<file path="src/rtl/mips_pkg.sv">
// rtl/mips_pkg.sv - shared types and constants for the memory-port arbiter
package mips_pkg;

    typedef enum logic [2:0] {
        IDLE,
        IFETCH,
        DACCESS,
        IDONE,
        DDONE
    } arb_state_t;

    // Round-robin flag records which side was served last.
    localparam logic GNT_INSTR = 1'b0;
    localparam logic GNT_DATA  = 1'b1;

    localparam int TIMEOUT_DEFAULT = 255;
    localparam int TMO_W           = 8;

    function automatic logic grant_data(input logic instr_req, input logic data_req,
                                        input logic last_gnt);
        return data_req && (!instr_req || last_gnt == GNT_INSTR);
    endfunction

endpackage

</file>
<file path="src/rtl/mem_timeout_ctr.sv">
// rtl/mem_timeout_ctr.sv - saturating wait counter with expiry flag
module mem_timeout_ctr #(
    parameter int W     = 8,
    parameter int LIMIT = 255
) (
    input  logic i_clk,
    input  logic i_rst_n,
    input  logic i_clr,
    input  logic i_en,
    output logic o_expired
);
    logic [W-1:0] r_count;

    always_ff @(posedge i_clk or negedge i_rst_n) begin
        if (!i_rst_n) begin
            r_count <= '0;
        end else if (i_clr) begin
            r_count <= '0;
        end else if (i_en && r_count != W'(LIMIT)) begin
            r_count <= r_count + 1'b1;
        end
    end

    assign o_expired = (r_count == W'(LIMIT));

endmodule

</file>
<file path="src/rtl/mem_arbiter.sv">
// rtl/mem_arbiter.sv - shares one memory bus between instruction fetch and data access
module mem_arbiter
    import mips_pkg::*;
#(
    parameter int N       = 64,
    parameter int TIMEOUT = TIMEOUT_DEFAULT
) (
    input  logic         clk,
    input  logic         reset,
    input  logic         instrreq,
    input  logic [31:0]  instradr,
    output logic [31:0]  instr,
    output logic         instrabort,
    input  logic         datareq,
    input  logic [N-1:0] dataadr,
    input  logic [N-1:0] writedata,
    input  logic [1:0]   memwriteM,
    output logic [N-1:0] readdata,
    output logic         dataabort,
    output logic         mem_req,
    output logic [1:0]   mem_we,
    output logic [N-1:0] mem_adr,
    output logic [N-1:0] mem_wdata,
    input  logic         mem_ack,
    input  logic [N-1:0] mem_rdata,
    output logic         buserr
);
    arb_state_t   r_state;
    logic         r_rr;
    logic         r_flush;
    logic         r_mem_req;
    logic         r_buserr;
    logic [1:0]   r_mem_we;
    logic [N-1:0] r_mem_adr;
    logic [N-1:0] r_mem_wdata;
    logic [N-1:0] r_buf;
    logic [N-1:0] r_readdata;
    logic [31:0]  r_instr;

    logic         w_grant_data;
    logic         w_grant_instr;
    logic         w_dside;
    logic         w_req_live;
    logic         w_flushed;
    logic         w_ack;
    logic         w_wait;
    logic         w_expired;
    logic         w_timeout;
    logic [31:0]  w_instr_sel;

    assign w_grant_data  = (r_state == IDLE) && grant_data(instrreq, datareq, r_rr);
    assign w_grant_instr = (r_state == IDLE) && instrreq && !w_grant_data;
    assign w_dside       = (r_state == DACCESS);
    assign w_req_live    = w_dside ? datareq : instrreq;
    assign w_flushed     = r_flush || !w_req_live;
    // An ack only counts while a request is actually on the bus.
    assign w_ack         = r_mem_req && mem_ack;
    assign w_wait        = r_mem_req && !mem_ack;
    assign w_timeout     = w_wait && w_expired;
    assign w_instr_sel   = instradr[2] ? r_buf[63:32] : r_buf[31:0];

    mem_timeout_ctr #(
        .W     (TMO_W),
        .LIMIT (TIMEOUT)
    ) u_tmo (
        .i_clk     (clk),
        .i_rst_n   (reset),
        .i_clr     (w_grant_data || w_grant_instr),
        .i_en      (w_wait),
        .o_expired (w_expired)
    );

    always_ff @(posedge clk or negedge reset) begin
        if (!reset) begin
            r_state     <= IDLE;
            r_rr        <= GNT_INSTR;
            r_flush     <= 1'b0;
            r_mem_req   <= 1'b0;
            r_mem_we    <= 2'b00;
            r_mem_adr   <= '0;
            r_mem_wdata <= '0;
            r_buf       <= '0;
            r_readdata  <= '0;
            r_instr     <= '0;
            r_buserr    <= 1'b0;
        end else begin
            r_buserr <= 1'b0;
            case (r_state)
                IDLE: begin
                    r_flush <= 1'b0;
                    if (w_grant_data) begin
                        r_state     <= DACCESS;
                        r_mem_req   <= 1'b1;
                        r_mem_we    <= memwriteM;
                        r_mem_adr   <= dataadr;
                        r_mem_wdata <= writedata;
                    end else if (w_grant_instr) begin
                        r_state     <= IFETCH;
                        r_mem_req   <= 1'b1;
                        r_mem_we    <= 2'b00;
                        r_mem_adr   <= N'(instradr);
                        r_mem_wdata <= '0;
                    end
                end
                IFETCH, DACCESS: begin
                    if (!w_req_live) begin
                        r_flush <= 1'b1;
                    end
                    if (w_ack) begin
                        r_mem_req <= 1'b0;
                        r_rr      <= w_dside ? GNT_DATA : GNT_INSTR;
                        // A flushed access still has to finish on the bus, but its data is dropped.
                        if (w_flushed) begin
                            r_state <= IDLE;
                        end else begin
                            r_buf   <= mem_rdata;
                            r_state <= w_dside ? DDONE : IDONE;
                        end
                    end else if (w_timeout) begin
                        r_mem_req <= 1'b0;
                        r_rr      <= w_dside ? GNT_DATA : GNT_INSTR;
                        r_buf     <= '0;
                        r_buserr  <= 1'b1;
                        r_state   <= w_dside ? DDONE : IDONE;
                    end
                end
                IDONE: begin
                    r_instr <= w_instr_sel;
                    r_state <= IDLE;
                end
                DDONE: begin
                    r_readdata <= r_buf;
                    r_state    <= IDLE;
                end
                default: begin
                    r_state <= IDLE;
                end
            endcase
        end
    end

    assign instr      = (r_state == IDONE) ? w_instr_sel : r_instr;
    assign readdata   = (r_state == DDONE) ? r_buf : r_readdata;
    assign instrabort = instrreq && (r_state != IDONE);
    assign dataabort  = datareq && (r_state != DDONE);
    assign mem_req    = r_mem_req;
    assign mem_we     = r_mem_we;
    assign mem_adr    = r_mem_adr;
    assign mem_wdata  = r_mem_wdata;
    assign buserr     = r_buserr;

endmodule

</file>
<file path="config.mk">
export PLATFORM = sky130hd
export DESIGN_NAME = mem_arbiter
export DESIGN_NICKNAME = d
export VERILOG_FILES = /design/src/rtl/mips_pkg.sv /design/src/rtl/mem_timeout_ctr.sv /design/src/rtl/mem_arbiter.sv
export SDC_FILE = /design/constraint.sdc
export NUM_CORES = 1
export LEC_CHECK = 0
export BUFFER_PORTS_ARGS = -buffer_cell sky130_fd_sc_hd__buf_4
export CAP_MARGIN = 40
export CORE_AREA = 2 2 179 181
export DETAILED_ROUTE_END_ITERATION = 10
export DIE_AREA = 0 0 181 183
export PLACE_DENSITY = 0.66
export SYNTH_ARGS = -nofsm -noshare
export SYNTH_HDL_FRONTEND = slang
export SYNTH_HIERARCHICAL = 1
export SYNTH_SLANG_ARGS = --single-unit
</file>
<file path="constraint.sdc">
create_clock -name clk -period 2.4 [get_ports clk]
set_clock_uncertainty 0.15 [all_clocks]
set_input_delay 0.48 -clock clk [delete_from_list [all_inputs] [get_ports clk]]
set_output_delay 0.48 -clock clk [all_outputs]
set_load 0.05 [all_outputs]
</file>
## Word level (Yosys, flattened, before mapping)

Index checks and enable logic that the tools add are counted.

- Add/subtract/negate cells: 1
- Multiply operators: 0
- Div/mod/pow operators: 0
- $lt $le $gt $ge: 0
- Equal/unequal tests: 12
- Shifts and indexed selects: 0
- Mux-type cells: 35
- Bitwise gates (word level): 1
- Reductions and logical operators: 29

Operators with widths:

| operator | number |
|---|---|
| $mux 64 | 8 |
| $mux 32 | 2 |
| $mux 3 | 6 |
| $mux 8 | 2 |
| $mux 1 | 12 |
| $logic_and 1x1->1 | 10 |
| $ne 3x3->1 const B | 3 |
| $add 8x1->8 const B | 1 |
| $eq 8x8->1 const B | 1 |
| $ne 8x8->1 const B | 1 |
| $reduce_and 2->1 | 4 |
| $reduce_bool 2->1 | 4 |
| $eq 3x2->1 const B | 2 |
| $pmux 3 s2 | 1 |
| $reduce_and 3->1 | 2 |
| $logic_not 1->1 | 4 |
| $mux 2 | 2 |
| $ne 2x2->1 const B | 2 |
| $pmux 1 s2 | 2 |
| $eq 3x1->1 const B | 1 |
| $eq 3x3->1 const B | 1 |
| $logic_not 3->1 | 1 |
| $logic_or 1x1->1 | 3 |
| $ne 3x2->1 const B | 1 |
| other kinds (2) | 2 |

- Flip-flop bits (word level): 305
- Bits in latches: 0
- Bits in writable memories: 0
- Memory bits (read-only): 0
- Input port bits: 231
- Output and inout bits: 230
- Memories kept: 0

## Depth between registers and ports, before layout

Gate-level depths: netlist (run 1).

- Depth in word-level cells: 9
- Gate-level depth with buffers: 8
- Gate-level depth less buffers: 7

## Hierarchy

Netlist (run 1), hierarchy kept.

Modules (own cells, without submodules):

| module | instances | cells an instance | area each (um^2) | sequential area each (um^2) |
|---|---|---|---|---|
| mem_arbiter | 1 | 899 | 11827.6 | 7432.1 |
| mem_timeout_ctr | 1 | 47 | 474.2 | 200.2 |

## Worst setup path after synthesis (run 1)

Ideal clock, no wire load.

- Path type: input to output
- Start point: input port instradr[2]
- End point: output port instr[10]
- Arrival time: 2.464 ns
- Required time: 1.770 ns
- Slack: -0.694 ns
- Stages on the path: 4
- Path buffers: 2
- Path through: clkbuf_1 > clkbuf_1 > mux2i_1 > o21ai_0

- Longest elaborated chain between the ends: 2

RTL lines:

| element | RTL line | source |
|---|---|---|
| from (decl) | mem_arbiter.sv:11 | `input logic [31:0] instradr,` |
| $mux 32 | mem_arbiter.sv:60 | `assign w_instr_sel = instradr[2] ? r_buf[63:32] : r_buf[31:0];` |
| $mux 32 | - |  |
| to (decl) | mem_arbiter.sv:12 | `output logic [31:0] instr,` |

Every way passes these cells.

## Final worst setup path (run 1)

- Start point: register r_state[0]
- End point: output port readdata[55]

- Longest elaborated chain between the ends: 2

RTL lines:

| element | RTL line | source |
|---|---|---|
| from (decl) | mem_arbiter.sv:28 | `arb_state_t r_state;` |
| from (signal assigned) | mem_arbiter.sv:117 | `r_state <= w_dside ? DDONE : IDONE;` |
| from (signal assigned) | mem_arbiter.sv:124 | `r_state <= w_dside ? DDONE : IDONE;` |
| $eq 3x3->1 | mem_arbiter.sv:143 | `assign readdata = (r_state == DDONE) ? r_buf : r_readdata;` |
| $mux 64 | mem_arbiter.sv:143 |  |
| to (decl) | mem_arbiter.sv:18 | `output logic [N-1:0] readdata,` |

Every way passes these cells.

==> flow_summary.yaml, run 1 <==
outcome:
  run_status: "finished with violations"
  failed_checks: "negative setup slack"
pwr:
  cellPowerDensity_mw_per_mm2: 1690
  peakVddDrop_mv: 1.26
  pwr-share-comb: 0.558
  clockPowerShare: 0.172
  cellLeakagePower_nw: 9.78
  power.switching_fraction: 0.463
  power.internal_mw: 17.5
  finalPower_mw: 32.6
  seq_power_share: 0.270
  p_sw_mw: 15.1
timing:
  slew_violations: 0
  setup_viol: 97
  fin_setup_tns_ps: -23850
  final_critical_path_setup_slack_ps: -325
  rsz0062_at_grt: "yes"
  tightest_slew_ps: 595
  hold_violations: 0
  maxClockFrequency_mhz: 367
  layout_worst_path_cycle_share: 1.14
  final_period_minus_worst_setup_slack_ps: 2730
  slew-limit-headroom: 0.603
detailed_routing:
  final_antenna_net_count: 0
  first_pass_iteration_count_of_the_detailed_router: 4
  detail_route.vias_per_cell: 5.28
  drtIter0Drc: 516
  routedWlPerCell_um: 23.0
  vias: 9899
  remaining_drc_errors: 0
  wl_um: 43200
place:
  place.gp.congestion: 0.803
  post-place-cells: 1762
  port_buffers: 460
  dpl.hpwl_um: 28000
clock_network:
  clock_tree_sinks: 305
  clk_path_buf_depth: 3
  clock_tree_from_tritoncts: "yes"
  cts_root_buf: "sky130_fd_sc_hd__clkbuf_16"
  cts_buffers: 35
  ctsHtreeMaxLevel: 2
  clk_latency_ps: 520
  clkTransAtPathRegs_ps: 60
worst_hold_path:
  min_path_type: "in2reg"
floorplanning:
  fp.dieH_um: 183
  core_sq_mm: 0.0312
  pin_count: 461
  chipWidth_um: 181
  dieArea_sq_mm: 0.0331
  std_cell_rows: 65
  floorplan.initialDensity: 0.394
yosys:
  synth_top_cells_by_area: "sky130_fd_sc_hd__dfrtp_1, sky130_fd_sc_hd__a22o_1, sky130_fd_sc_hd__mux2_2"
  post_synth_inst_count: 946
  yosysTopAreaCellShare: 0.620
  mappedNetlistArea_sq_mm: 0.0123
  synth_flop_cell: "sky130_fd_sc_hd__dfrtp_1"
  total_nets_after_synthesis: 1178
  synthArstFlopShare: 1.00
  yosysSeqAreaShare: 0.620
  synth_area_leader_cell: "sky130_fd_sc_hd__dfrtp_1"
  synth_commonest_cells: "sky130_fd_sc_hd__dfrtp_1, sky130_fd_sc_hd__a22o_1, sky130_fd_sc_hd__nand2_1, sky130_fd_sc_hd__mux2_2, sky130_fd_sc_hd__o21ai_0"
  top_count_cell_post_synth: "sky130_fd_sc_hd__dfrtp_1"
  yosys_warnings: 6
  synth_cell_types: 45
  synthesis.area_per_instance_sq_um: 13.0
  synth_seq_cells: 305
  synth_enable_flop_cells: 0
worst_setup_path:
  timing.critical_path.to_type: "primary output"
  critical_path_class: "reg2out"
  worst_ep_arrival_time_ps: 2100
  worst_path_most_repeated_cell: "sky130_fd_sc_hd__buf_6"
  critPathRequiredTime_ps: 1770
  slowest_stage: "sky130_fd_sc_hd__dfrtp_1"
  cp_max_stage_delay_ps: 400
  crit_fanout: 9
  cp_cell_sequence: "nor3b_2 > buf_6 > buf_12 > buf_16 > mux2_4 > buf_6"
  worstSetupStartpointType: "register"
final_layout:
  drive_above_1_share: 0.496
  post_layout_nonfiller_instances: 1875
  area_delta_synth_final_pct: 57.2
  number_of_nets_in_the_layout: 1668
  nFillCells: 2480
  postLayoutCoreUtil: 0.619
global_route:
  first_global_vias: 10300
  grt_pass1_wl_um: 63200
  grt_start_max_net_pins: 123
  grt-ovfl-total: 0
  grt_antenna_before_repair: 13
  global_route.usage.total: 0.250
job:
  max_cap_viol: 0
==> power groups by stage <==
stage | logic [mW] | clock network (mW) | registers [mW]
final | 18.2 | 5.62 | 8.79
after global routing | 18.9 | 5.95 | 9.03
after CTS | 17.2 | 5.72 | 8.61
after detailed placement | 15.8 | 0 | 8.60
after global placement | 15.6 | 0 | 8.57
after floorplan | 7.08 | 0 | 12.1
==> worst paths after layout <==
check	cells past startpoint	endpoint	slack, ps	startpoint
min in group asynchronous	2	r_instr[23]	320	reset
worst min-delay path	2	mem_wdata[26]	20	writedata[26]
worst max-delay path	6	readdata[55]	-330	r_state[0]
max in group asynchronous	3	mem_wdata[55]	990	reset
worst max register to register	6	r_buf[53]	100	r_state[2]
worst min register to register	2	mem_adr[28]	330	mem_adr[28]
==> sequential cells by signal (all words and copies together), names as in the netlist <==
| register | cells |
|---|---|
| r_readdata | 64 |
| r_flush | 1 |
| mem_adr | 64 |
| r_state | 3 |
| r_buf | 64 |
| mem_req | 1 |
| buserr | 1 |
| r_rr | 1 |
| u_tmo/r_count | 8 |
| r_instr | 32 |
| mem_wdata | 64 |
| mem_we | 2 |
==> cell families (layout without fill, tap and decap cells) <==
kind of cell | count (synthesis) | count (layout) | synth area share
AO/OA/AOI/OAI | 219 | 219 | 0.126
XOR/XNOR | 1 | 1 | 0.000712
adder cells (fa/ha/maj) | 1 | 1 | 0.00102
buffers and inverters | 81 | 596 | 0.0288
flip-flops | 305 | 305 | 0.620
multiplexers | 164 | 164 | 0.147
other | 0 | 12 | 0
AND/OR/NAND/NOR | 175 | 175 | 0.0762
==> cell usage in the layout, fill, tap and decap left out, types with 3 or more instances in the layout <==
| master | n |
|---|---|
| sky130_fd_sc_hd__a211oi_1 | 3 |
| sky130_fd_sc_hd__o22ai_1 | 32 |
| sky130_fd_sc_hd__mux2_1 | 61 |
| sky130_fd_sc_hd__nor3_1 | 4 |
| sky130_fd_sc_hd__buf_12 | 17 |
| sky130_fd_sc_hd__dfrtp_1 | 304 |
| sky130_fd_sc_hd__clkinv_2 | 5 |
| sky130_fd_sc_hd__buf_4 | 397 |
| sky130_fd_sc_hd__buf_8 | 29 |
| sky130_fd_sc_hd__nor2_1 | 10 |
| sky130_fd_sc_hd__nand3_1 | 3 |
| sky130_fd_sc_hd__o21ai_2 | 3 |
| sky130_fd_sc_hd__o21ai_4 | 30 |
| sky130_fd_sc_hd__a21oi_1 | 8 |
| sky130_fd_sc_hd__nand2_2 | 3 |
| sky130_fd_sc_hd__inv_1 | 3 |
| sky130_fd_sc_hd__and3_1 | 66 |
| sky130_fd_sc_hd__clkbuf_1 | 6 |
| sky130_fd_sc_hd__mux2_4 | 63 |
| sky130_fd_sc_hd__clkbuf_8 | 8 |
| sky130_fd_sc_hd__diode_2 | 12 |
| sky130_fd_sc_hd__nand2_1 | 45 |
| sky130_fd_sc_hd__mux2i_1 | 34 |
| sky130_fd_sc_hd__buf_16 | 6 |
| sky130_fd_sc_hd__nand2b_1 | 3 |
| sky130_fd_sc_hd__a22o_1 | 98 |
| sky130_fd_sc_hd__mux2_2 | 6 |
| sky130_fd_sc_hd__o21ai_0 | 35 |
| sky130_fd_sc_hd__bufinv_16 | 4 |
| sky130_fd_sc_hd__buf_6 | 79 |
| sky130_fd_sc_hd__nand2_4 | 21 |
| sky130_fd_sc_hd__clkbuf_16 | 38 |
==> layout make-up <==
| class | instances | area, sq um | area share |
|---|---|---|---|
| Sequential cell | 305 | 7630 | 0.395 |
| Multi-Input combinational cell | 560 | 5080 | 0.263 |
| Timing Repair Buffer | 531 | 4870 | 0.252 |
| Clock buffer | 50 | 1030 | 0.0534 |
| Tap cell | 402 | 503 | 0.0260 |
| Clock inverter | 12 | 178 | 0.00918 |
| Antenna cell | 12 | 30.0 | 0.00155 |
| Inverter | 3 | 11.3 | 0.000582 |
==> metrics by stage <==
step,hold slack (ps),area [sq um],setup slack [ps]
6_report,17.5,19300,-325
5_1_grt,15.3,19300,-371
4_1_cts,5.68,18600,-355
3_5_place_dp,281,16500,133
3_3_place_gp,281,16500,116
2_1_floorplan,34.4,12400,-120
==> worst max-delay path: cells and delay by family (launching register included) <==
family | cells | cell delay [ps]
and+or+nand+nor | 1 | 220
DFF | 1 | 400
muxes | 1 | 330
buffers and inverters | 4 | 620
==> timing repair <==
| item | 4_1_cts | 5_1_grt |
|---|---|---|
| setup buffers | 11 | 22 |
| setup endpoints to repair | 97 | 103 |
| resized for setup | 149 | 142 |
| endpoints found under the hold margin | 43 | 0 |
| pin swaps | 4 | 31 |
| cloned | 8 | 3 |
| hold buffers | 1 | 0 |
==> per-layer routing <==
metal  global-route usage  share of wire
met5                    0        0.00028
met4                0.119          0.038
met3               0.0818          0.084
met2                0.408           0.50
met1                0.301           0.38
Note: power is estimated with default switching activity, not from simulation.
==> run 2, diff against run 1 <==
- SETUP_SLACK_MARGIN: default -> 0.5
==> run 2 against run 1 <==
  * The run still ends with negative setup slack left
  * Total power is 6.2% higher
  * Die area stayed put
  * Setup slack worse by 55 ps
  * Sequential cell count stayed put
==> flow_summary.yaml, run 2 (synthesized netlist as in run 1, its figures left out) <==
outcome:
  run_status: "finished with violations"
  failed_checks: "negative setup slack"
timing:
  hold_violations: 0
  maxClockFrequency_mhz: 360
  tightest_slew_ps: 554
  rsz0062_at_grt: "yes"
  slew_violations: 0
  final_critical_path_setup_slack_ps: -380
  final_period_minus_worst_setup_slack_ps: 2780
  slew-limit-headroom: 0.631
  layout_worst_path_cycle_share: 1.16
  setup_viol: 133
detailed_routing:
  remaining_drc_errors: 0
  detail_route.vias_per_cell: 5.39
  wl_um: 47900
  vias: 10500
  routedWlPerCell_um: 24.7
  final_antenna_net_count: 0
  drtIter0Drc: 594
  first_pass_iteration_count_of_the_detailed_router: 4
place:
  post-place-cells: 1772
  pre_cts_ws_ps: 120
  dpl.hpwl_um: 29100
  place.gp.congestion: 0.818
  port_buffers: 460
final_layout:
  multiInputGateArea_sq_mm: 0.00535
  number_of_nets_in_the_layout: 1744
  nFillCells: 2248
  layout_common_cells: "sky130_fd_sc_hd__buf_4, sky130_fd_sc_hd__dfrtp_1, sky130_fd_sc_hd__mux2_4"
  drive_above_1_share: 0.564
  final_common_cell: "sky130_fd_sc_hd__buf_4"
  area_delta_synth_final_pct: 68.9
  sequential_cell_area_sq_mm: 0.00764
  post_layout_nonfiller_instances: 1939
worst_setup_path:
  crit_fanout: 5
  worstSetupStartpointType: "register"
  timing.critical_path.to_type: "primary output"
  critPathRequiredTime_ps: 1770
  timing.reg2reg.setup_slack_ps: -60
  worst_ep_arrival_time_ps: 2150
  critical_path_class: "reg2out"
floorplanning:
  std_cell_rows: 65
  chipWidth_um: 181
  core_sq_mm: 0.0312
  fp.dieH_um: 183
  floorplan.initialDensity: 0.394
  dieArea_sq_mm: 0.0331
  pin_count: 461
pwr:
  cellLeakagePower_nw: 10.6
  finalPower_mw: 34.6
  peakVddDrop_mv: 1.24
  cellPowerDensity_mw_per_mm2: 1670
global_route:
  grt_antenna_before_repair: 4
  grt_pass1_wl_um: 67500
  first_global_vias: 10600
  global_route.usage.total: 0.267
  grt-ovfl-total: 0
  grt_start_max_net_pins: 78
clock_network:
  cts_root_buf: "sky130_fd_sc_hd__clkbuf_16"
  clock_tree_sinks: 305
  cts_buffers: 36
  clk_latency_ps: 520
  clk_path_buf_depth: 3
  clock_tree_from_tritoncts: "yes"
  clkTransAtPathRegs_ps: 60
  ctsHtreeMaxLevel: 2
worst_hold_path:
  min_path_type: "in2reg"
job:
  max_cap_viol: 0
## run 2: area by class of cell
cell class              instances  share of cell area
flip-flops and latches        305               0.367
repair buffers                605               0.294
multi-input cells             561               0.257
clock buffers                  50              0.0473
well taps                     402              0.0242
clock inverters                12             0.00837
inverters                       3            0.000722
diodes                          1            0.000120
## run 2: worst max-delay path: stages, from the launching register on
cell and delay, ps:
sky130_fd_sc_hd__dfrtp_2 440, sky130_fd_sc_hd__nor3b_4 180, sky130_fd_sc_hd__buf_6 150, sky130_fd_sc_hd__buf_6 120, sky130_fd_sc_hd__buf_6 130, sky130_fd_sc_hd__clkbuf_16 150, sky130_fd_sc_hd__mux2_4 310, sky130_fd_sc_hd__buf_6 160
## run 2: repair_timing
item,CTS,global route
setup endpoints to repair,298,304
hold buffers,2,1
pin swaps,19,20
gates resized for setup,176,59
setup buffers,43,29
hold endpoints to repair,45,1
cloned,19,10
## run 2: worst paths after layout
path	from	to	cells past startpoint
max	r_state[1]	readdata[16]	7
min	writedata[54]	mem_wdata[54]	2
max reg2reg	r_state[0]	r_buf[43]	7
min reg2reg	mem_adr[16]	mem_adr[16]	2
max in group asynchronous	reset	r_readdata[54]	3
min in group asynchronous	reset	mem_wdata[49]	2
## run 2: through the flow
| step | area (sq um) | utilization | setup TNS [ps] | hold WS [ps] |
|---|---|---|---|---|
| 6_report | 20800 | 0.665 | -30130 | 23.2 |
| 5_1_grt | 20800 | 0.665 | -39110 | 2.31 |
| 4_1_cts | 20100 | 0.642 | -29690 | 2.64 |
| 3_5_place_dp | 17300 | 0.555 | 0 | 293 |
| 3_3_place_gp | 17300 | 0.555 | 0 | 295 |
| 2_1_floorplan | 13400 | - | 0 | 34.4 |
## run 2: per-layer routing
metal  track usage  vias up  part of all wire
met4        0.0761        4             0.033
met1         0.331     5313              0.38
met5             0        -           0.00063
met3        0.0794       85             0.082
li1              -     4600                 -
met2         0.456      449              0.50
## run 2: where the power goes
| part | internal, mW | total, mW | switching, mW | leakage, nW |
|---|---|---|---|---|
| sequential | 7.41 | 8.88 | 1.47 | 4.03 |
| combinational | 8.16 | 20.3 | 12.1 | 6.00 |
| clock | 3.22 | 5.43 | 2.21 | 0.558 |
| total | 18.8 | 34.6 | 15.8 | 10.6 |
==> run 3, diff against run 2 <==
- BUFFER_PORTS_ARGS: -buffer_cell sky130_fd_sc_hd__buf_4 -> default
- DONT_BUFFER_PORTS: default -> 1
- PLACE_DENSITY: 0.66 -> default
==> run 3 against run 2 <==
  * Sequential power is 46% higher
  * Largest power group unchanged
  * Die area did not move
  * Clock-buffer cell count rose by 4
  * Register-to-register slack got worse by 170 ps
  * Utilization down 6.4 points
  * The flow finishes with violations (negative hold slack, negative setup slack)
  * Non-clock buffer count down 341
  * Final area decreased by 9.6%
  * Critical endpoint is now readdata[61]
  * Final cell count is 17% lower
==> flow_summary.yaml, run 3 (synthesized netlist as in run 1, its figures left out) <==
outcome:
  run_status: "finished with violations"
  failed_checks: "negative hold slack, negative setup slack"
worst_hold_path:
  min_path_type: "in2async"
global_route:
  grt-ovfl-total: 0
  grt_start_max_net_pins: 306
  grt_antenna_before_repair: 10
  global_route.usage.total: 0.240
  first_global_vias: 9250
  grt_pass1_wl_um: 60400
timing:
  slew_violations: 0
  timing.hold.ws_ps: -500
  slew-limit-headroom: 0.480
  final_critical_path_setup_slack_ps: -279
  tightest_slew_ps: 780
  layout_worst_path_cycle_share: 1.12
  setup_viol: 162
  final_period_minus_worst_setup_slack_ps: 2680
  maxClockFrequency_mhz: 373
  hold_violations: 305
  rsz0062_at_grt: "yes"
pwr:
  cellLeakagePower_nw: 8.89
  peakVddDrop_mv: 1.12
  cellPowerDensity_mw_per_mm2: 1700
final_layout:
  layout_common_cells: "sky130_fd_sc_hd__dfrtp_1, sky130_fd_sc_hd__mux2_4, sky130_fd_sc_hd__dlygate4sd3_1"
  multiInputGateArea_sq_mm: 0.00565
  drive_above_1_share: 0.400
  area_delta_synth_final_pct: 52.8
  nFillCells: 2314
  number_of_nets_in_the_layout: 1403
  sequential_cell_area_sq_mm: 0.00764
  final_common_cell: "sky130_fd_sc_hd__dfrtp_1"
  post_layout_nonfiller_instances: 1604
  postLayoutCoreUtil: 0.602
floorplanning:
  chipWidth_um: 181
  std_cell_rows: 65
  core_sq_mm: 0.0312
  pin_count: 461
  floorplan.initialDensity: 0.394
  fp.dieH_um: 183
  dieArea_sq_mm: 0.0331
detailed_routing:
  first_pass_iteration_count_of_the_detailed_router: 5
  detail_route.vias_per_cell: 5.82
  drtIter0Drc: 598
  wl_um: 45200
  remaining_drc_errors: 0
  vias: 9334
  routedWlPerCell_um: 28.2
  final_antenna_net_count: 0
worst_setup_path:
  critPathRequiredTime_ps: 1770
  worstSetupStartpointType: "register"
  timing.critical_path.to_type: "primary output"
  crit_fanout: 7
  cp_top_family: "buffers and inverters"
  slowest_stage: "sky130_fd_sc_hd__dfrtp_2"
  critical_path_class: "reg2out"
  worst_ep_arrival_time_ps: 2050
  cp_cell_sequence: "nor3b_4 > buf_6 > buf_12 > clkbuf_16 > mux2_4"
  cp_max_stage_delay_ps: 440
  critical_path.n_buffers_inverters: 3
place:
  dpl.hpwl_um: 23900
  place.gp.congestion: 0.813
  post-place-cells: 1311
  port_buffers: 0
clock_network:
  cts_root_buf: "sky130_fd_sc_hd__clkbuf_16"
  cts_buffers: 36
  clk_path_buf_depth: 3
  clock_tree_sinks: 305
  clk_latency_ps: 530
  ctsHtreeMaxLevel: 2
  clock_tree_from_tritoncts: "yes"
  clkTransAtPathRegs_ps: 50
job:
  max_cap_viol: 0
## run 3: cell count changes in the layout (fill, tap and decap cells not counted), moves of 14 or more
cell,previous run,this run
sky130_fd_sc_hd__buf_4,436,27
sky130_fd_sc_hd__buf_8,50,15
sky130_fd_sc_hd__dlygate4sd3_1,3,102
sky130_fd_sc_hd__o21ai_0,30,3
sky130_fd_sc_hd__o21ai_1,4,21
sky130_fd_sc_hd__o22ai_1,31,17
## run 3: final timing paths
check                             from        endpoint  slack [ps]  depth (start not counted)
setup reg to reg            r_state[2]       r_buf[56]        -230                          9
max in group asynchronous        reset  r_readdata[25]        1940                          0
hold reg to reg            r_instr[17]     r_instr[17]         350                          2
setup / recovery            r_state[1]    readdata[61]        -280                          5
hold / removal                   reset      r_instr[5]        -500                          0
min in group clk           instradr[5]      mem_adr[5]          10                          2
## run 3: what timing repair did
action	4_1_cts	5_1_grt
setup buffers	44	24
resized for setup	105	156
endpoints found under the hold margin	406	306
gates cloned	23	31
pin swaps	25	48
hold buffers	101	1
setup endpoints to repair	308	308
## run 3: stage by stage
step | hold WS (ps) | power [mW] | setup TNS (ps) | instance area, sq um | worst slack [ps]
after global placement | 40.0 | 22.3 | 0 | 13800 | 129
after global routing | -519 | 33.0 | -43160 | 18800 | -337
after CTS | -516 | 29.8 | -33550 | 17400 | -303
after detailed placement | 41.8 | 22.4 | 0 | 13800 | 74.4
final | -500 | 31.9 | -32760 | 18800 | -279
after floorplan | 34.4 | 20.5 | 0 | 13400 | 278
## run 3: report_power, final
group,switching (mW),internal [mW]
clock,2.19,3.17
combinational,7.57,6.02
sequential,5.62,7.34
total,15.4,16.5
## run 3: area by class of cell
class,count,share of cell area
clock inverters,8,0.00539
inverters,3,0.000799
multi-input cells,561,0.300
repair buffers,264,0.203
well taps,402,0.0268
clock buffers,54,0.0563
flip-flops and latches,305,0.407
diodes,7,0.000932
## run 3: per-layer routing
| layer | global-route usage | part of all wire | wire length, um | vias to the layer above |
|---|---|---|---|---|
| li1 | - | - | - | 3921 |
| met1 | 0.290 | 0.38 | 17200 | 4782 |
| met2 | 0.403 | 0.50 | 22500 | 508 |
| met3 | 0.0860 | 0.090 | 4070 | 113 |
| met4 | 0.0719 | 0.031 | 1390 | 10 |
| met5 | 0 | 0.0015 | 70 | - |
